--- config.mk ---
export PLATFORM = sky130hd
export DESIGN_NAME = is_uart_rx_param
export DESIGN_NICKNAME = d
export VERILOG_FILES = /design/src/rtl/is_uart_rx_param.sv
export SDC_FILE = /design/constraint.sdc
export NUM_CORES = 1
export LEC_CHECK = 0
export ABC_AREA = 1
export ABC_CLOCK_PERIOD_IN_PS = 2900
export BUFFER_PORTS_ARGS = -buffer_cell sky130_fd_sc_hd__buf_2
export CAP_MARGIN = 20
export CORE_ASPECT_RATIO = 1.4
export CORE_UTILIZATION = 57
export CTS_CLUSTER_SIZE = 24
export DETAILED_ROUTE_END_ITERATION = 12
export GPL_ROUTABILITY_DRIVEN = 0
export PLACE_DENSITY = 0.88
export RECOVER_POWER = 50
export SLEW_MARGIN = 20
export SYNTH_ARGS = -nofsm -noshare
export SYNTH_HDL_FRONTEND = slang
export SYNTH_SLANG_ARGS = --single-unit
--- constraint.sdc ---
create_clock -name clk_i -period 2.9 [get_ports clk_i]
set_input_delay 0.87 -clock clk_i [delete_from_list [all_inputs] [get_ports clk_i]]
set_output_delay 0.87 -clock clk_i [all_outputs]
set_load 0.02 [all_outputs]
--- src/rtl/is_uart_rx_param.sv ---
// is_uart_rx_param: oversampled UART receiver with a configurable data width,
// runtime parity/stop-bit selection, and parity, framing and break detection.
// Each bit is sampled once, at its middle, using the oversample tick count
// taken from the start-bit edge.
module is_uart_rx_param #(
    parameter int DATA_W = 8,
    parameter int OVS    = 16
) (
    input  logic              clk_i,
    input  logic              rstn_i,
    input  logic              rxd_i,
    input  logic              tick_i,
    input  logic [2:0]        cfg_parity_i,
    input  logic              cfg_stop2_i,
    output logic [DATA_W-1:0] data_o,
    output logic              valid_o,
    output logic              parity_err_o,
    output logic              frame_err_o,
    output logic              break_o,
    output logic              busy_o
);

    localparam int TW = $clog2(OVS);
    localparam int BW = $clog2(DATA_W);

    localparam logic [TW-1:0] HALF_LAST = TW'(OVS / 2 - 1);
    localparam logic [TW-1:0] BIT_LAST  = TW'(OVS - 1);
    localparam logic [BW-1:0] DATA_LAST = BW'(DATA_W - 1);

    typedef enum logic [2:0] {
        S_IDLE      = 3'd0,
        S_START     = 3'd1,
        S_DATA      = 3'd2,
        S_PARITY    = 3'd3,
        S_STOP1     = 3'd4,
        S_STOP2     = 3'd5,
        S_WAIT_IDLE = 3'd6
    } state_t;

    state_t            state_q, state_d;
    logic              rxd_meta_q, rxd_s_q;
    logic [TW-1:0]     tick_cnt_q, tick_cnt_d;
    logic [BW-1:0]     bit_cnt_q, bit_cnt_d;
    logic [DATA_W-1:0] shift_q, shift_d;
    logic [2:0]        cfg_par_q, cfg_par_d;
    logic              cfg_stop2_q, cfg_stop2_d;
    logic              par_err_q, par_err_d;
    logic              par_bit_q, par_bit_d;
    logic              stop1_q, stop1_d;
    logic [DATA_W-1:0] data_q, data_d;
    logic              valid_q, valid_d;
    logic              perr_out_q, perr_out_d;
    logic              ferr_q, ferr_d;
    logic              brk_q, brk_d;

    logic rxd_s;
    logic half_done;
    logic bit_done;
    logic par_en;
    logic par_exp;
    logic frame_end;
    logic stop1_now;

    assign rxd_s     = rxd_s_q;
    assign half_done = tick_i && (tick_cnt_q == HALF_LAST);
    assign bit_done  = tick_i && (tick_cnt_q == BIT_LAST);
    // Modes 101..111 fall outside this range and therefore mean "no parity".
    assign par_en    = (cfg_par_q >= 3'd1) && (cfg_par_q <= 3'd4);
    assign frame_end = bit_done && (((state_q == S_STOP1) && !cfg_stop2_q) ||
                                    (state_q == S_STOP2));
    // With a single stop bit the first-stop sample is the one being taken now.
    assign stop1_now = (state_q == S_STOP1) ? rxd_s : stop1_q;

    // Expected parity bit for the latched mode over the assembled word.
    always_comb begin
        par_exp = 1'b0;
        case (cfg_par_q)
            3'd1:    par_exp = ^shift_q;
            3'd2:    par_exp = ~^shift_q;
            3'd3:    par_exp = 1'b1;
            default: par_exp = 1'b0;
        endcase
    end

    // Two-flop synchroniser for the asynchronous serial line; idles high.
    always_ff @(posedge clk_i or negedge rstn_i) begin
        if (!rstn_i) begin
            rxd_meta_q <= 1'b1;
            rxd_s_q    <= 1'b1;
        end else begin
            rxd_meta_q <= rxd_i;
            rxd_s_q    <= rxd_meta_q;
        end
    end

    // FSM state register.
    always_ff @(posedge clk_i or negedge rstn_i) begin
        if (!rstn_i) begin
            state_q <= S_IDLE;
        end else begin
            state_q <= state_d;
        end
    end

    // Next-state logic; every transition is qualified by an oversample tick.
    always_comb begin
        state_d = state_q;
        case (state_q)
            S_IDLE: begin
                if (tick_i && !rxd_s) state_d = S_START;
            end
            S_START: begin
                if (half_done) state_d = rxd_s ? S_IDLE : S_DATA;
            end
            S_DATA: begin
                if (bit_done && (bit_cnt_q == DATA_LAST)) begin
                    state_d = par_en ? S_PARITY : S_STOP1;
                end
            end
            S_PARITY: begin
                if (bit_done) state_d = S_STOP1;
            end
            S_STOP1: begin
                if (bit_done) begin
                    if (cfg_stop2_q) state_d = S_STOP2;
                    else             state_d = rxd_s ? S_IDLE : S_WAIT_IDLE;
                end
            end
            S_STOP2: begin
                if (bit_done) state_d = rxd_s ? S_IDLE : S_WAIT_IDLE;
            end
            S_WAIT_IDLE: begin
                if (tick_i && rxd_s) state_d = S_IDLE;
            end
            default: state_d = S_IDLE;
        endcase
    end

    // Datapath: tick/bit counters, shifter, latched config and result capture.
    always_comb begin
        tick_cnt_d  = tick_cnt_q;
        bit_cnt_d   = bit_cnt_q;
        shift_d     = shift_q;
        cfg_par_d   = cfg_par_q;
        cfg_stop2_d = cfg_stop2_q;
        par_err_d   = par_err_q;
        par_bit_d   = par_bit_q;
        stop1_d     = stop1_q;
        data_d      = data_q;
        valid_d     = 1'b0;
        perr_out_d  = perr_out_q;
        ferr_d      = ferr_q;
        brk_d       = brk_q;

        case (state_q)
            S_IDLE: begin
                if (tick_i && !rxd_s) begin
                    tick_cnt_d  = '0;
                    bit_cnt_d   = '0;
                    cfg_par_d   = cfg_parity_i;
                    cfg_stop2_d = cfg_stop2_i;
                    par_err_d   = 1'b0;
                    par_bit_d   = 1'b0;
                end
            end
            S_START: begin
                if (tick_i) tick_cnt_d = half_done ? '0 : tick_cnt_q + 1'b1;
            end
            S_DATA, S_PARITY, S_STOP1, S_STOP2: begin
                if (tick_i) tick_cnt_d = bit_done ? '0 : tick_cnt_q + 1'b1;
            end
            default: ;
        endcase

        if (bit_done && (state_q == S_DATA)) begin
            shift_d   = {rxd_s, shift_q[DATA_W-1:1]};
            bit_cnt_d = bit_cnt_q + 1'b1;
        end
        if (bit_done && (state_q == S_PARITY)) begin
            par_bit_d = rxd_s;
            par_err_d = (rxd_s != par_exp);
        end
        if (bit_done && (state_q == S_STOP1)) begin
            stop1_d = rxd_s;
        end
        if (frame_end) begin
            data_d     = shift_q;
            valid_d    = 1'b1;
            perr_out_d = par_err_q;
            ferr_d     = !rxd_s || ((state_q == S_STOP2) && !stop1_q);
            brk_d      = (shift_q == '0) && (!par_en || !par_bit_q) && !stop1_now;
        end
    end

    // Datapath registers.
    always_ff @(posedge clk_i or negedge rstn_i) begin
        if (!rstn_i) begin
            tick_cnt_q  <= '0;
            bit_cnt_q   <= '0;
            shift_q     <= '0;
            cfg_par_q   <= '0;
            cfg_stop2_q <= 1'b0;
            par_err_q   <= 1'b0;
            par_bit_q   <= 1'b0;
            stop1_q     <= 1'b0;
            data_q      <= '0;
            valid_q     <= 1'b0;
            perr_out_q  <= 1'b0;
            ferr_q      <= 1'b0;
            brk_q       <= 1'b0;
        end else begin
            tick_cnt_q  <= tick_cnt_d;
            bit_cnt_q   <= bit_cnt_d;
            shift_q     <= shift_d;
            cfg_par_q   <= cfg_par_d;
            cfg_stop2_q <= cfg_stop2_d;
            par_err_q   <= par_err_d;
            par_bit_q   <= par_bit_d;
            stop1_q     <= stop1_d;
            data_q      <= data_d;
            valid_q     <= valid_d;
            perr_out_q  <= perr_out_d;
            ferr_q      <= ferr_d;
            brk_q       <= brk_d;
        end
    end

    // Output decode: busy everywhere except IDLE, results straight from flops.
    always_comb begin
        busy_o       = (state_q != S_IDLE);
        data_o       = data_q;
        valid_o      = valid_q;
        parity_err_o = perr_out_q;
        frame_err_o  = ferr_q;
        break_o      = brk_q;
    end

endmodule

# Yosys cells after proc, flatten, opt, wreduce, memory -nomap -nowiden
# Cells that the tools add are included.
# totals
reg_bits	39
in_bits	8
output_inout_bits	13
elab_cells	109
# op_classes
n_addsub	2
order_cmp	2
eq_ne	22
n_mux	28
reduce_logical	39
# op_table
operator	n
$mux W3	13
$pmux W3 S7	1
$mux W4	5
$ne A2 B2 Y1 const B	9
$logic_and A1 B1 Y1	14
$eq A3 B2 Y1 const B	4
$eq A3 B3 Y1 const B	4
$pmux W4 S3	1
$logic_not A8 Y1	1
$reduce_bool A2 Y1	4
$reduce_xnor A8 Y1	1
$reduce_xor A8 Y1	1
$reduce_and A7 Y1	1
$eq A3 B1 Y1 const B	2
$logic_not A1 Y1	6
$mux W1	6
$reduce_and A2 Y1	3
$reduce_bool A3 Y1	2
$add A4 B1 Y4 const B	1
$eq A4 B3 Y1 const B	1
$eq A4 B4 Y1 const B	1
$reduce_and A4 Y1	1
$reduce_or A4 Y1	1
$add A3 B1 Y3 const B	1
7 further kinds	9

# Depth between registers and ports, before layout
# Gate-level depths: netlist of run 1.
# depth
depth_word	6
ltp_mapped	11
mapped_depth_nobuf	11

# Worst setup path before layout of run 1
# OpenSTA, ideal clock, no wires.
# synth_path
kind	register -> output
start	register state_q[2]
end	output busy_o
arrival_ns	0.839
required_time_ns	2.030
path_slack_ns	1.191
stages_incl_launch_ff	3
path_buffers	0
cell_sequence	dfrtp_1 -> inv_2 -> nand2_1
# synth_via
elab_chain_cells	1
# synth_rtl
item	line	source
start: declaration	40	state_t state_q, state_d;
start signal: assignment	101	state_q <= state_d;
$reduce_bool A3 Y1	230	busy_o = (state_q != S_IDLE);
end: declaration	20	output logic busy_o
# Every way passes these cells.

# Worst setup path after layout of run 1
# layout_path
start	register state_q[0]
end	output busy_o
# The elaborated chain is that of the path after synthesis.

==> qor.json, run 1 <==
{
  "cts": {
    "largest_buffer_count_on_any_clock_path": 2,
    "library_cell_used_as_clock_root_buffer": "sky130_fd_sc_hd__clkbuf_8",
    "tritoncts": "yes",
    "post_cts_resize_count": 0,
    "clock_sink_count": 39,
    "htree_num_levels": 2,
    "cts.reportedPaths.clkPinSlew_ns": 0.07,
    "numCtsBuffers": 5,
    "clock_insertion_delay_worst_skew_ns": 0.29,
    "cts_setup_buffers": 0,
    "cts-hold-fix-buffers": 0
  },
  "synthesis": {
    "ys_ff_latch": 39,
    "post_syn_nets": 264,
    "synth_top_cells_by_area": "sky130_fd_sc_hd__dfrtp_1, sky130_fd_sc_hd__nand2_1, sky130_fd_sc_hd__o21ai_2",
    "syn-mean-instance-area_sq_um": 8.581,
    "post_synth_inst_count": 247,
    "synth_area_leader": "sky130_fd_sc_hd__dfrtp_1",
    "synth-warning-count": 0,
    "synthArstFlopShare_pct": 100.0,
    "ys_dominant_reg_cell": "sky130_fd_sc_hd__dfrtp_1",
    "synth_enable_flop_cells": 0,
    "unique_cell_type_count_in_the_yosys_netlist": 27,
    "synthDominantCellAreaShare_pct": 43.68,
    "synth_area_sq_mm": 0.002120,
    "portion_of_the_post_synthesis_area_used_by_sequential_elements_pct": 46.16
  },
  "layout": {
    "antenna-diode-count": 0,
    "nFillCells": 268,
    "final-seq-area_sq_um": 978.4,
    "nets": 287,
    "area_delta_synth_final_pct": 9.504,
    "final_layout_size_suffix_gt1_share_pct": 25.46,
    "area_of_combinational_cells_with_multiple_inputs_sq_um": 968.4
  },
  "sta": {
    "grt_setup_unrepaired": "no",
    "slew_viol_final": 0,
    "slew_headroom_pct": 43.19,
    "final.period_utilization_pct": 78.27,
    "final-setup-viol-count": 0,
    "finalWorstPathRequiredPeriod_ns": 2.270,
    "fin_skew_ns": 0.002848,
    "fmaxAchievable_mhz": 440.6,
    "finalHoldViolCount": 0,
    "worst_slew_pin_slew_ns": 0.8521,
    "setup-tns-final_ns": 0
  },
  "setup_path": {
    "ff2ff_path_depth": 7,
    "path_max_fanout": 8,
    "worst_ep_arrival_time_ns": 1.40,
    "timing.critical_path.max_delay_family": "flip-flops",
    "crit_path_max_incr_delay_ns": 0.50,
    "timing.critical_path.buf_inv": 1,
    "worst_r2r_start": "state_q[0]",
    "cp.required_ns": 2.03,
    "r2r_end": "break_o",
    "timing.reg2reg.setup_slack_ns": 0.97,
    "critical_path.cell_chain": "nor2_1, nand2_1, buf_2",
    "start_kind": "flip-flop",
    "worst_path_max_delay_cell": "sky130_fd_sc_hd__dfrtp_1",
    "worst_setup_path_end_kind": "primary output",
    "criticalPathCategory": "reg -> out"
  },
  "min_path": {
    "worst_hold_startpoint": "rxd_meta_q",
    "min_path_cells": 0,
    "timing.hold.worst_endpoint": "rxd_s",
    "worstHoldPathType": "reg -> reg"
  },
  "detailed_routing": {
    "route.detailed.drc": 0,
    "routed_wire_length_per_instance_microns": 12.41,
    "dr.first_iter.drc_count": 80,
    "routed-via-count": 1625,
    "drt-total-wl_mm": 3.858,
    "detail_route.vias_per_cell": 5.225,
    "drt-pass1-iter-count": 4,
    "count_of_antenna_violating_nets_left_after_detailed_routing": 0
  },
  "pwr": {
    "total_power_w": 0.001568,
    "internal_power_w": 0.0009897,
    "power.share.combinational_pct": 30.1,
    "pwr-share-seq_pct": 44.2,
    "power.ir.vdd_worst_uv": 476.8,
    "power_switching_w": 0.0005781,
    "power.static_leakage_nw": 1.182,
    "clockPowerShare_pct": 25.7,
    "netSwitchingFraction_pct": 36.87,
    "power_per_cell_area_mw_per_mm2": 675.5
  },
  "floorplanning": {
    "die_area_sq_mm": 0.003970,
    "std_cell_rows": 25,
    "core_sq_mm": 0.003472,
    "floorplan.die.width_microns": 53.54,
    "die_y_microns": 74.15,
    "boundaryPins": 21,
    "initial_utilization_pct": 61.05
  },
  "global_route": {
    "antenna_violations_before_repair": 0,
    "grtUsageMet3_pct": 5.112,
    "grt_busiest_layer": "met2",
    "first_global_vias": 1509,
    "grt_pass1_wl_mm": 6.665,
    "globalRouteMet1Util_pct": 29.47,
    "grt.met2_usage_pct": 38.47,
    "global_route.overflow_total": 0,
    "global_route.usage.total_pct": 23.47,
    "pin_count_of_the_biggest_net_entering_global_routing": 40
  },
  "placement": {
    "io_buffer_count": 20,
    "detailedPlacementHpwl_mm": 2.802
  },
  "flow_run": {
    "drv_cap": 0
  },
  "run_status": {
    "outcome": "complete, no violations"
  }
}
cells in the mapped netlist, types with 2 or more instances:
cell type and n:
sky130_fd_sc_hd__nor2_1 12, sky130_fd_sc_hd__ha_1 9, sky130_fd_sc_hd__inv_1 23, sky130_fd_sc_hd__o21ai_0 6, sky130_fd_sc_hd__nand4_1 3, sky130_fd_sc_hd__dfstp_2 2
sky130_fd_sc_hd__o21ai_2 19, sky130_fd_sc_hd__nor2_4 3, sky130_fd_sc_hd__nand2_1 77, sky130_fd_sc_hd__buf_6 2, sky130_fd_sc_hd__buf_4 2, sky130_fd_sc_hd__dfrtp_1 37
sky130_fd_sc_hd__nor3_1 3, sky130_fd_sc_hd__nand3_2 5, sky130_fd_sc_hd__inv_2 8, sky130_fd_sc_hd__o21ai_1 5, sky130_fd_sc_hd__xnor2_1 2, sky130_fd_sc_hd__nand3_1 15
sky130_fd_sc_hd__a21oi_1 4, sky130_fd_sc_hd__nand2_2 3
cells by family after synthesis:
logic type / share of synthesized area [%]
and+or+nand+nor: 28.16
AOI/OAI and AO/OA: 12.10
buffers and inverters: 7.437
DFF: 46.16
adders and majority gates: 5.313
xor gates and xnor gates: 0.8266
worst reg2reg max path, delay by kind of cell, from the launching register on:
family | cells | cell delay, ns
flops | 1 | 0.50
buf+inv | 1 | 0.21
simple gates | 6 | 1.17
stage by stage:
stage,hold WS (ns),utilization [%],setup slack [ns],cells,cell area [sq um]
final,0.3605,66.85,0.6302,311,2321
after global routing,0.3620,66.85,0.5815,311,2321
after CTS,0.3600,67.28,0.6848,311,2336
after detailed placement,0.3490,64.29,0.7005,303,2232
after global placement,0.3465,64.29,0.8320,303,2232
after floorplan,0.3452,-,1.191,247,2120
registers in the layout, summed over array words and instances, names as in the netlist, 3 cells and up:
| register | count |
|---|---|
| tick_cnt_q | 4 |
| data_o | 8 |
| shift_q | 8 |
| bit_cnt_q | 3 |
| cfg_par_q | 3 |
| state_q | 3 |
metal layers:
metal	vias up	share of wire (%)
li1	834	-
met1	759	45
met2	25	51
met3	7	2.7
met4	0	1.8
met5	-	0
cells in the final DEF (no fill, tap or decap):
cell type / Yosys / routed
sky130_fd_sc_hd__o21ai_0: 6 / 6
sky130_fd_sc_hd__nor2_4: 3 / 1
sky130_fd_sc_hd__o22ai_1: 1 / 1
sky130_fd_sc_hd__nor3_1: 3 / 3
sky130_fd_sc_hd__clkbuf_8: 0 / 7
sky130_fd_sc_hd__o21ai_2: 19 / 19
sky130_fd_sc_hd__and3_1: 1 / 1
sky130_fd_sc_hd__nand4_1: 3 / 3
sky130_fd_sc_hd__clkinvlp_4: 0 / 1
sky130_fd_sc_hd__nand3_4: 1 / 1
sky130_fd_sc_hd__ha_1: 9 / 9
sky130_fd_sc_hd__a31o_2: 1 / 1
sky130_fd_sc_hd__o21ai_1: 5 / 5
sky130_fd_sc_hd__nand3_2: 5 / 5
sky130_fd_sc_hd__clkinv_1: 1 / 1
sky130_fd_sc_hd__buf_2: 0 / 20
sky130_fd_sc_hd__dfrtp_1: 37 / 37
sky130_fd_sc_hd__nand2_1: 77 / 77
sky130_fd_sc_hd__nand2_4: 1 / 1
sky130_fd_sc_hd__nand3_1: 15 / 15
sky130_fd_sc_hd__nor3_4: 1 / 1
sky130_fd_sc_hd__a21oi_1: 4 / 4
sky130_fd_sc_hd__xnor2_1: 2 / 2
sky130_fd_sc_hd__dfstp_2: 2 / 2
sky130_fd_sc_hd__nand2_2: 3 / 3
sky130_fd_sc_hd__inv_1: 23 / 24
sky130_fd_sc_hd__inv_2: 8 / 7
sky130_fd_sc_hd__nor2_1: 12 / 14
final cells by class:
cell class,count,area share (%)
flip-flops and latches,39,42.16
multi-input cells,172,41.73
inverters,32,5.175
repair buffers,20,4.313
clock buffers,7,4.151
well taps,40,2.156
clock inverters,1,0.3234
how the worst max path moves through the flow:
| stage | from | to | cells after the start |
|---|---|---|---|
| floorplan | state_q[2] | busy_o | 2 |
| CTS | state_q[2] | busy_o | 3 |
| detailed placement | tick_i | break_o | 7 |
| global route | state_q[0] | busy_o | 3 |
| finish | state_q[0] | busy_o | 3 |
| global placement | tick_i | data_o[1] | 6 |
power groups by stage:
stage / sequential, W / clock, W / combinational, W
floorplan: 0.000671 / 0 / 0.000421
global placement: 0.000706 / 0 / 0.000476
detailed placement: 0.000708 / 0 / 0.000483
CTS: 0.000697 / 0.000407 / 0.000486
global route: 0.000704 / 0.000431 / 0.000541
finish: 0.000693 / 0.000403 / 0.000472
Power figures use the tool's default switching activity.
==> inputs of run 2 (changes only) <==
--- a/config.mk
+++ b/config.mk
@@ -6,7 +6,7 @@
 export NUM_CORES = 1
 export LEC_CHECK = 0
 export ABC_AREA = 1
-export ABC_CLOCK_PERIOD_IN_PS = 2900
+export ABC_CLOCK_PERIOD_IN_PS = 2350
 export BUFFER_PORTS_ARGS = -buffer_cell sky130_fd_sc_hd__buf_2
 export CAP_MARGIN = 20
 export CORE_ASPECT_RATIO = 1.4
==> constraint.sdc (replaced) <==
create_clock -name clk_i -period 2.35 [get_ports clk_i]
set_input_delay 0.705 -clock clk_i [delete_from_list [all_inputs] [get_ports clk_i]]
set_output_delay 0.705 -clock clk_i [all_outputs]
set_load 0.02 [all_outputs]
==> qor.json, run 2 (synthesis gave the netlist of run 1 again) <==
{
  "run_status": {
    "outcome": "complete, no violations"
  },
  "pwr": {
    "power.ir.vdd_worst_uv": 530.1,
    "internal_power_w": 0.001222,
    "power.share.combinational_pct": 30.1,
    "pwr-share-seq_pct": 44.0,
    "netSwitchingFraction_pct": 37.05,
    "power.static_leakage_nw": 1.187,
    "power_per_cell_area_mw_per_mm2": 834.6,
    "power_switching_w": 0.0007192,
    "clockPowerShare_pct": 25.9
  },
  "floorplanning": {
    "boundaryPins": 21,
    "floorplan.die.width_microns": 53.54,
    "die_y_microns": 74.15,
    "initial_utilization_pct": 61.05,
    "die_area_sq_mm": 0.003970,
    "core_sq_mm": 0.003472,
    "std_cell_rows": 25
  },
  "detailed_routing": {
    "routed-via-count": 1654,
    "drt-total-wl_mm": 3.897,
    "count_of_antenna_violating_nets_left_after_detailed_routing": 0,
    "detail_route.vias_per_cell": 5.301,
    "route.detailed.drc": 0,
    "routed_wire_length_per_instance_microns": 12.49,
    "drt-pass1-iter-count": 4,
    "dr.first_iter.drc_count": 45
  },
  "layout": {
    "nets": 288,
    "final_layout_size_suffix_gt1_share_pct": 25.74,
    "area_delta_synth_final_pct": 9.740,
    "layout_common_cells": "sky130_fd_sc_hd__nand2_1, sky130_fd_sc_hd__dfrtp_1, sky130_fd_sc_hd__inv_1",
    "final_standard_cell_count_with_taps_included_and_fillers_excluded": 312,
    "layout_commonest_cell": "sky130_fd_sc_hd__nand2_1",
    "antenna-diode-count": 0
  },
  "global_route": {
    "global_route.overflow_total": 0,
    "antenna_violations_before_repair": 0,
    "pin_count_of_the_biggest_net_entering_global_routing": 40,
    "first_global_vias": 1519,
    "grt_busiest_layer": "met2",
    "grt.met2_usage_pct": 39.17,
    "global_route.usage.total_pct": 23.31,
    "grt_pass1_wl_mm": 6.575,
    "grtUsageMet3_pct": 4.294,
    "globalRouteMet1Util_pct": 28.30
  },
  "min_path": {
    "worst_hold_startpoint": "rxd_meta_q",
    "worstHoldPathType": "reg -> reg",
    "min_path_cells": 0,
    "timing.hold.worst_endpoint": "rxd_s"
  },
  "cts": {
    "cts-hold-fix-buffers": 0,
    "post_cts_resize_count": 0,
    "tritoncts": "yes",
    "clock_insertion_delay_worst_skew_ns": 0.29,
    "numCtsBuffers": 5,
    "htree_num_levels": 2,
    "cts_setup_buffers": 0,
    "library_cell_used_as_clock_root_buffer": "sky130_fd_sc_hd__clkbuf_8",
    "cts.reportedPaths.clkPinSlew_ns": 0.08,
    "clock_sink_count": 39,
    "largest_buffer_count_on_any_clock_path": 2
  },
  "flow_run": {
    "drv_cap": 0
  },
  "setup_path": {
    "r2r_end": "data_o[7]",
    "ff2ff_path_depth": 6,
    "path_max_fanout": 8,
    "worst_setup_path_end_kind": "primary output",
    "cp.required_ns": 1.64,
    "worst_r2r_start": "state_q[0]",
    "worst_ep_arrival_time_ns": 1.37,
    "timing.reg2reg.setup_slack_ns": 0.46,
    "start_kind": "flip-flop",
    "criticalPathCategory": "reg -> out"
  },
  "sta": {
    "slew_headroom_pct": 36.72,
    "setup-tns-final_ns": 0,
    "final.period_utilization_pct": 88.32,
    "fmaxAchievable_mhz": 481.8,
    "fin_skew_ns": 0.005553,
    "final-setup-viol-count": 0,
    "grt_setup_unrepaired": "no",
    "finalWorstPathRequiredPeriod_ns": 2.075,
    "worst_slew_pin_slew_ns": 0.9492,
    "slew_viol_final": 0,
    "finalHoldViolCount": 0
  },
  "placement": {
    "io_buffer_count": 20,
    "placed_cells": 304,
    "detailedPlacementHpwl_mm": 2.859
  }
}
[run 2: cell types whose count changed in the layout (fill, tap and decap cells not counted)]
| cell | delta |
|---|---|
| sky130_fd_sc_hd__clkbuf_2 | +1 |
[run 2: worst max-delay path, cell delays in order, from the launching register on]
cell	delay [ns]
sky130_fd_sc_hd__dfrtp_1	0.50
sky130_fd_sc_hd__nor2_1	0.25
sky130_fd_sc_hd__nand2_1	0.14
sky130_fd_sc_hd__buf_2	0.18
[run 2: how the worst max path moves through the flow]
stage | to | cells after the start | start
after floorplan | busy_o | 2 | state_q[2]
after global placement | data_o[1] | 6 | tick_i
after detailed placement | break_o | 7 | tick_i
after CTS | busy_o | 3 | state_q[2]
after global routing | busy_o | 3 | state_q[0]
final | busy_o | 3 | state_q[0]
[run 2: cell type report]
cell class / count / area (sq um)
multi-input cells: 172 / 968.4
clock buffers: 7 / 96.34
clock inverters: 1 / 7.507
repair buffers: 21 / 105.1
fillers: 261 / 1146
flip-flops and latches: 39 / 978.4
inverters: 32 / 120.1
well taps: 40 / 50.05
[run 2: metal layers]
layer  part of all wire (%)  routed length (microns)
met1                     42                     1647
met5                      0                        0
met2                     53                     2052
met3                    3.1                      122
met4                    1.9                       75
[run 2: power by group through the flow]
stage | Sequential, W | Clock (W) | Combinational [W]
global route | 0.000868 | 0.000535 | 0.000674
detailed placement | 0.000874 | 0 | 0.000600
floorplan | 0.000827 | 0 | 0.000519
CTS | 0.000861 | 0.000515 | 0.000604
finish | 0.000853 | 0.000503 | 0.000585
global placement | 0.000871 | 0 | 0.000588
[run 2: through the flow]
step | setup WS (ns) | instance area (sq um) | util [%] | hold slack, ns | total power [W]
global placement | 0.4467 | 2240 | 64.50 | 0.3465 | 0.001459
finish | 0.2745 | 2326 | 66.99 | 0.3608 | 0.001941
global route | 0.1896 | 2326 | 66.99 | 0.3631 | 0.002076
detailed placement | 0.3626 | 2240 | 64.50 | 0.3490 | 0.001473
CTS | 0.2793 | 2344 | 67.50 | 0.3602 | 0.001979
floorplan | 0.8055 | 2120 | - | 0.3452 | 0.001347
